## config.mk

```make
export PLATFORM = sky130hd
export DESIGN_NAME = except_sched
export DESIGN_NICKNAME = d
export VERILOG_FILES = /design/src/rtl/except_sched.sv
export SDC_FILE = /design/constraint.sdc
export NUM_CORES = 1
export LEC_CHECK = 0
export ABC_CLOCK_PERIOD_IN_PS = 1690
export CORE_MARGIN = 10
export CORE_UTILIZATION = 33
export CTS_BUF_LIST = sky130_fd_sc_hd__clkbuf_16
export CTS_CLUSTER_DIAMETER = 200
export DETAILED_ROUTE_END_ITERATION = 10
export PLACE_DENSITY = 0.82
export SETUP_SLACK_MARGIN = 0.4
export SYNTH_ARGS = -nofsm -noshare
export SYNTH_HDL_FRONTEND = slang
export SYNTH_SLANG_ARGS = --single-unit
```

## constraint.sdc

```tcl
create_clock -name clk -period 1.69 [get_ports clk]
set_input_delay 0.338 -clock clk [delete_from_list [all_inputs] [get_ports clk]]
set_output_delay 0.338 -clock clk [all_outputs]
set_load 0.05 [all_outputs]
```

## src/rtl/except_sched.sv

```systemverilog
// Exception/eret sequencer between the MEM stage, CP0 and pipeline control.
// Picks one event in IDLE, reports it to CP0 for a single cycle, then flushes.
module except_sched #(
    parameter logic [31:0] EXC_VECTOR   = 32'h0000_0020,
    parameter int unsigned FLUSH_CYCLES = 2
) (
    input  logic        clk,
    input  logic        rst,
    input  logic        mem_valid_i,
    input  logic        mem_exc_valid_i,
    input  logic [4:0]  mem_exc_code_i,
    input  logic [31:0] mem_pc_i,
    input  logic        mem_in_delayslot_i,
    input  logic [31:0] status_i,
    input  logic [31:0] cause_i,
    input  logic [31:0] epc_i,
    output logic [31:0] excepttype_o,
    output logic [31:0] current_inst_addr_o,
    output logic        is_in_delayslot_o,
    output logic        flush_o,
    output logic [31:0] new_pc_o,
    output logic        busy_o,
    output logic        drop_o,
    output logic [15:0] exc_count_o
);

    localparam int unsigned       CNT_W      = 4;
    localparam logic [CNT_W-1:0]  FLUSH_LOAD = CNT_W'(FLUSH_CYCLES - 1);
    localparam logic [4:0]        CODE_SYS   = 5'd8;
    localparam logic [4:0]        CODE_RI    = 5'd10;
    localparam logic [4:0]        CODE_OV    = 5'd12;
    localparam logic [4:0]        CODE_TRAP  = 5'd13;
    localparam logic [4:0]        CODE_ERET  = 5'd14;
    localparam logic [31:0]       TYPE_INT   = 32'd1;
    localparam logic [31:0]       TYPE_ERET  = 32'd14;

    typedef enum logic [1:0] {IDLE, COMMIT, FLUSH} state_t;

    state_t             state;
    logic [CNT_W-1:0]   flush_cnt;

    logic               int_pend_c;
    logic               int_take_c;
    logic               is_sync_c;
    logic               sync_take_c;
    logic               eret_take_c;
    logic               accept_c;
    logic               drop_c;
    logic [31:0]        event_code_c;
    logic               unused_bits;

    assign unused_bits = ^{status_i[31:16], status_i[7:2], cause_i[31:16], cause_i[7:0]};

    // Event selection: interrupt, then synchronous exception, then eret.
    always_comb begin
        int_pend_c   = status_i[0] & ~status_i[1] & (|(cause_i[15:8] & status_i[15:8]));
        is_sync_c    = (mem_exc_code_i == CODE_SYS) || (mem_exc_code_i == CODE_RI) ||
                       (mem_exc_code_i == CODE_OV)  || (mem_exc_code_i == CODE_TRAP);
        int_take_c   = int_pend_c & mem_valid_i;
        sync_take_c  = mem_exc_valid_i & is_sync_c & ~status_i[1];
        eret_take_c  = mem_exc_valid_i & (mem_exc_code_i == CODE_ERET);
        accept_c     = int_take_c | sync_take_c | eret_take_c;
        drop_c       = ~int_take_c & mem_exc_valid_i & is_sync_c & status_i[1];
        event_code_c = 32'd0;
        if (int_take_c) begin
            event_code_c = TYPE_INT;
        end else if (sync_take_c || eret_take_c) begin
            event_code_c = 32'(mem_exc_code_i);
        end
    end

    // Sequencer with registered CP0 and pipeline-control outputs.
    always_ff @(posedge clk or negedge rst) begin
        if (!rst) begin
            state               <= IDLE;
            flush_cnt           <= '0;
            excepttype_o        <= '0;
            current_inst_addr_o <= '0;
            is_in_delayslot_o   <= 1'b0;
            flush_o             <= 1'b0;
            new_pc_o            <= '0;
            busy_o              <= 1'b0;
            drop_o              <= 1'b0;
            exc_count_o         <= '0;
        end else begin
            drop_o <= 1'b0;
            case (state)
                IDLE: begin
                    if (accept_c) begin
                        state               <= COMMIT;
                        excepttype_o        <= event_code_c;
                        current_inst_addr_o <= mem_pc_i;
                        is_in_delayslot_o   <= mem_in_delayslot_i;
                        busy_o              <= 1'b1;
                        if (exc_count_o != 16'hFFFF) begin
                            exc_count_o <= exc_count_o + 16'd1;
                        end
                    end else begin
                        drop_o <= drop_c;
                    end
                end
                COMMIT: begin
                    // CP0 latches excepttype_o on this edge; flush starts right after.
                    excepttype_o <= '0;
                    new_pc_o     <= (excepttype_o == TYPE_ERET) ? epc_i : EXC_VECTOR;
                    flush_o      <= 1'b1;
                    flush_cnt    <= FLUSH_LOAD;
                    state        <= FLUSH;
                end
                FLUSH: begin
                    if (flush_cnt == '0) begin
                        state    <= IDLE;
                        flush_o  <= 1'b0;
                        new_pc_o <= '0;
                        busy_o   <= 1'b0;
                    end else begin
                        flush_cnt <= flush_cnt - CNT_W'(1);
                    end
                end
                default: state <= IDLE;
            endcase
        end
    end

endmodule

```

* After elaboration in Yosys (flattened, before gate mapping)
Cells that the tools add are included.
** Word-level totals
- Flip-flop bits (word level) :: 122
- Bits of input ports :: 138
** Cells by class
- $add $sub $neg :: 2
- Eq/ne operators :: 12
- Muxes and demuxes :: 18
- Bitwise gates (word level) :: 14
- Reductions and logical operators :: 17
** Operators with widths (number)
- 32-bit 2-to-1 mux :: 4
- 32-bit one-hot mux with 2 select lines :: 2
- 32-bit by 4-bit equality test with 1-bit output, second input constant :: 1
- 5-bit by 4-bit equality test with 1-bit output, second input constant :: 5
- 16-bit by 1-bit adder with 16-bit output, second input constant :: 1
- 16-bit != test, second input constant :: 1
- 2-bit AND reduction :: 5
- 1-bit bitwise AND :: 9
- 8-bit bitwise AND :: 1
- 4-bit one-hot mux with 2 select lines :: 1
- 8-bit OR reduction :: 1
- 2-bit != test, second input constant :: 3
- 2-bit one-hot mux with 3 select lines :: 1
- 3-bit AND reduction :: 2
- 2-bit nonzero test :: 3
- 5-bit 2-to-1 mux :: 1
- 4-bit zero test :: 1
- 1-bit logical OR :: 4
- 1-bit 2-to-1 mux :: 4
- 2-bit 2-to-1 mux :: 2
- 4-bit 2-to-1 mux :: 1
- 1-bit one-hot mux with 2 select lines :: 2
- 4-bit by 1-bit subtractor with 4-bit output, second input constant :: 1
- 2-bit by 1-bit equality test with 1-bit output, second input constant :: 1
- other kinds (4) :: 6

* Depth between registers and ports, before layout
- Word-level depth :: 11
- Gate-level depth with buffers :: 7
- Gate-level depth less buffers :: 7

* Worst setup path before layout
Ideal clock, no wire load.
- Path kind :: reg2reg
- Start point :: register exc_count_o[4]
- End point :: register exc_count_o[14]
- Library setup time :: 125 ps
- Arrival time :: 1739 ps
- Required time :: 1565 ps
- Setup slack :: -174 ps
- Cell stages (with the launch flop) :: 6
- Clock period less this slack :: 1864 ps
- Path through :: dfrtp_1 > and4_1 > nand3_1 > nor2_1 > nand4_2 > mux2_4
** On the way
- Cells in the longest elaborated chain, start to end :: 2
- Elaborated cells on any way between the ends :: 3
- Those cells by class :: 1 x add/sub; 1 x eq/ne; 1 x reduce/logical
** RTL lines
- from (decl) :: RTL line 24 : output logic [15:0] exc_count_o
- from (signal assigned) :: RTL line 96 : exc_count_o <= exc_count_o + 16'd1;
- parallel branches: the longest is 2 deep, another holds 16-bit by 1-bit adder with 16-bit output
Parallel ways; which one is timed is not known.
A chain may end at the register's enable or synchronous reset.

* Final worst setup path
- Start point :: register state[1]
- End point :: register current_inst_addr_o[17]
** On the way
- Cells in the longest elaborated chain, start to end :: 2
** RTL lines
- from (decl) :: RTL line 39 : state_t state;
- from (signal assigned) :: RTL line 75 : state <= IDLE;
- from (signal assigned) :: RTL line 90 : state <= COMMIT;
- from (signal assigned) :: RTL line 108 : state <= FLUSH;
- 2-bit zero test :: RTL line 87 : case (state)
- 2-bit AND reduction (no source line)
- to (signal assigned) :: RTL line 92 : current_inst_addr_o <= mem_pc_i;
- to (decl) :: RTL line 18 : output logic [31:0] current_inst_addr_o,
Every way passes these cells.

==> run_results.csv <==
group,metric,value,unit
drt,ant_nets,0,
drt,firstDrtPassIters,4,
drt,num_vias,3492,
cells_and_area,final_area,0.00749,mm^2
floorplan,die-area,0.0172,mm^2
clocking,insertion_delay,0.35,ns
cells_and_area,seq_area,0.00240,mm^2
sta,finalHoldViolations,0,
cells_and_area,diodes,0,
setup_path,start_kind,"flip-flop",
synth,ys.flop_type,"dfrtp_1",
power_and_ir_drop,power_leakage,3.49,nW
synth,synth_cells,319,
clocking,path_clk_slew,0.07,ns
drt,wl_met1,5.62,mm
sta,fin_crit_sh,98.2,%
synth,synth-edff-count,0,
floorplan,io_pins,254,
drt,drc,0,
sta,rsz0062_at_grt,"true",
synth,postSynth.asyncResetShare,100,%
cells_and_area,n_fill_cell,896,
clocking,cts_made_buffers,9,
setup_path,worst-endpoint-arrival,1.89,ns
sta,setup_tns,0,ns
synth,ys_seq_area_share,58.3,%
outcome,status,"finished, final reports clean",
global_routing,grt_pass1_wl,21.2,mm
cells_and_area,syn2layout_area_growth,83.7,%
clocking,clockRootBuffer,"clkbuf_16",
drt,wl_met2,7.79,mm
sta,finalSetupViolCount,0,
setup_path,worstPathRequired,1.92,ns
global_routing,grt-ovfl-total,0,
drt,top_layer_used,"met4",
clocking,cts_tree,"built",
clocking,htree_levels,3,
sta,skew,0.00751,ns
placement,placedInstanceArea,0.00616,mm^2
synth,synth_seq_cells,95,
clocking,cts_max_path_buffers,2,
global_routing,grt_max_degree,54,
placement,gp_congestion,0.811,
job,maxCapViolCount,0,
global_routing,grt_pass1_vias,3737,
setup_path,worstSetupPathType,"reg2reg",
clocking,clock_sinks,95,
drt,dr_wl_met3,962,um
synth,synth_cell_types,38,
power_and_ir_drop,vdd_drop_max,0.00165,V
global_routing,antenna_found_initial,0,
cells_and_area,final_util,62.1,%
drt,wl,14.5,mm
setup_path,crit_fanout,8,
drt,routedWlPerCell,19.5,um
floorplan,row_count,40,
synth,ys_warn_count,0,
sta,finalCriticalPeriod,1.66,ns
floorplan,start_util,33.8,%
power_and_ir_drop,finalPower,11.1,mW
cells_and_area,drive_above_1_share,48.5,%
worst_hold_path,hp-class,"in2reg",
sta,drv_slew,0,
sta,hold_ws,0.346,ns
synth,synth_area_per_cell,12.8,um^2
setup_path,end_kind,"flip-flop",
placement,dp_hpwl,9.80,mm
floorplan,core_area,0.0121,mm^2
floorplan,die_y,131,um
placement,port-buffer-count,180,
cells_and_area,nets,711,
power_and_ir_drop,power_density,1480,mW/mm^2
synth,synth_area,0.00408,mm^2
floorplan,die_x,131,um
drt,vias_per_cell,4.70,
cells_and_area,multi_input_comb_area,0.00190,mm^2
drt,drt-initial-drc-count,93,
sta,fmax,603,MHz
global_routing,track_usage,15.2,%
-- synth_stat cells (2+ instances only) --
master / instances / area (um^2)
dfrtp_1: 95 / 2380
mux2_2: 34 / 383
a22o_1: 33 / 289
buf_4: 27 / 203
nor2_1: 14 / 52.6
xnor2_1: 14 / 123
nand3_1: 13 / 65.1
buf_2: 11 / 55.1
nand2_1: 11 / 41.3
a21oi_1: 8 / 40.0
nand4_1: 8 / 50.1
inv_1: 7 / 26.3
and3_1: 5 / 31.3
a22oi_1: 4 / 30.0
nand2b_1: 4 / 25.0
ha_1: 3 / 37.5
and4_1: 2 / 17.5
nor2b_1: 2 / 12.5
nor3_1: 2 / 10.0
nor4_1: 2 / 12.5
nor4_4: 2 / 42.5
o21ai_0: 2 / 10.0
-- cells by family (layout without fill, tap and decap cells) --
logic type / after synthesis / in the layout / synth area share [%]
flip-flops: 95 / 95 / 58.3
other: 1 / 27 / 0.0920
buffers and inverters: 47 / 274 / 7.37
AND/OR/NAND/NOR: 70 / 71 / 9.94
multiplexers: 36 / 36 / 10.0
AO/OA/AOI/OAI: 52 / 54 / 10.1
adder cells (fa/ha/maj): 3 / 3 / 0.921
XOR/XNOR: 15 / 15 / 3.22
-- state kept, by name (all words and copies together), names as in the netlist --
name	count
is_in_delayslot_o	1
flush_o	1
drop_o	1
busy_o	1
new_pc_o	32
exc_count_o	16
excepttype_o	5
current_inst_addr_o	32
flush_cnt	4
state	2
-- routing by layer --
layer,track usage [%],vias up
met3,6.52,10
li1,-,1593
met1,17.1,1744
met2,26.3,145
met4,3.25,0
met5,0,-
-- final timing paths --
check	start	endpoint	slack, ns	cells past startpoint
max in group asynchronous	rst	exc_count_o[15]$_DFFE_PN0P_	0.62	3
min reg2reg	current_inst_addr_o[10]$_DFFE_PN0P_	current_inst_addr_o[10]$_DFFE_PN0P_	0.51	1
max reg2reg	state[1]$_DFFE_PN0P_	current_inst_addr_o[17]$_DFFE_PN0P_	0.03	5
min in group asynchronous	rst	new_pc_o[25]$_DFFE_PN0P_	0.44	2
min	mem_exc_code_i[0]	excepttype_o[0]$_DFFE_PN0P_	0.35	3
max	state[1]$_DFFE_PN0P_	current_inst_addr_o[17]$_DFFE_PN0P_	0.03	5
-- worst max-delay path, cell delays in order, from the launching register on --
cell,delay (ns)
dfrtp_2,0.44
nor4_4,0.30
o21ai_4,0.15
nand2_8,0.17
clkbuf_16,0.17
mux2_4,0.30
-- final cells by class --
type | count | area share [%]
Multi-Input combinational cell | 206 | 25.4
Clock inverter | 7 | 0.752
Timing Repair Buffer | 251 | 35.6
Inverter | 7 | 0.351
Sequential cell | 95 | 32.1
Tap cell | 168 | 2.81
Clock buffer | 9 | 3.01
-- stage by stage --
stage | std cells | setup WS, ns
2_1_floorplan | 345 | 0.0334
3_3_place_gp | 681 | -0.404
3_5_place_dp | 681 | -0.438
4_1_cts | 707 | -0.0266
5_1_grt | 743 | -0.0580
6_report | 743 | 0.0310
-- power by group --
group	internal (mW)	switching (mW)	total (mW)
Sequential	2.86	0.538	3.40
Clock	1.02	0.925	1.94
Combinational	2.55	3.19	5.74
-- what timing repair did --
item / CTS / global route
hold endpoints to repair: 25 / 0
cloned: 3 / 4
gates resized for setup: 103 / 107
hold buffers: 1 / 0
setup endpoints to repair: 127 / 165
setup buffers: 6 / 32
pin swaps: 8 / 17
-- placed cells by master (no fill, tap or decap), types with 13 or more instances in the layout --
cell and count:
conb_1 27, xnor2_1 14, mux2_4 35, clkdlybuf4s15_1 13, clkdlybuf4s50_1 67, buf_8 14
buf_4 55, dfrtp_2 22, dfrtp_1 73, a22o_1 33, buf_6 80
Power figures use the tool's default switching activity.
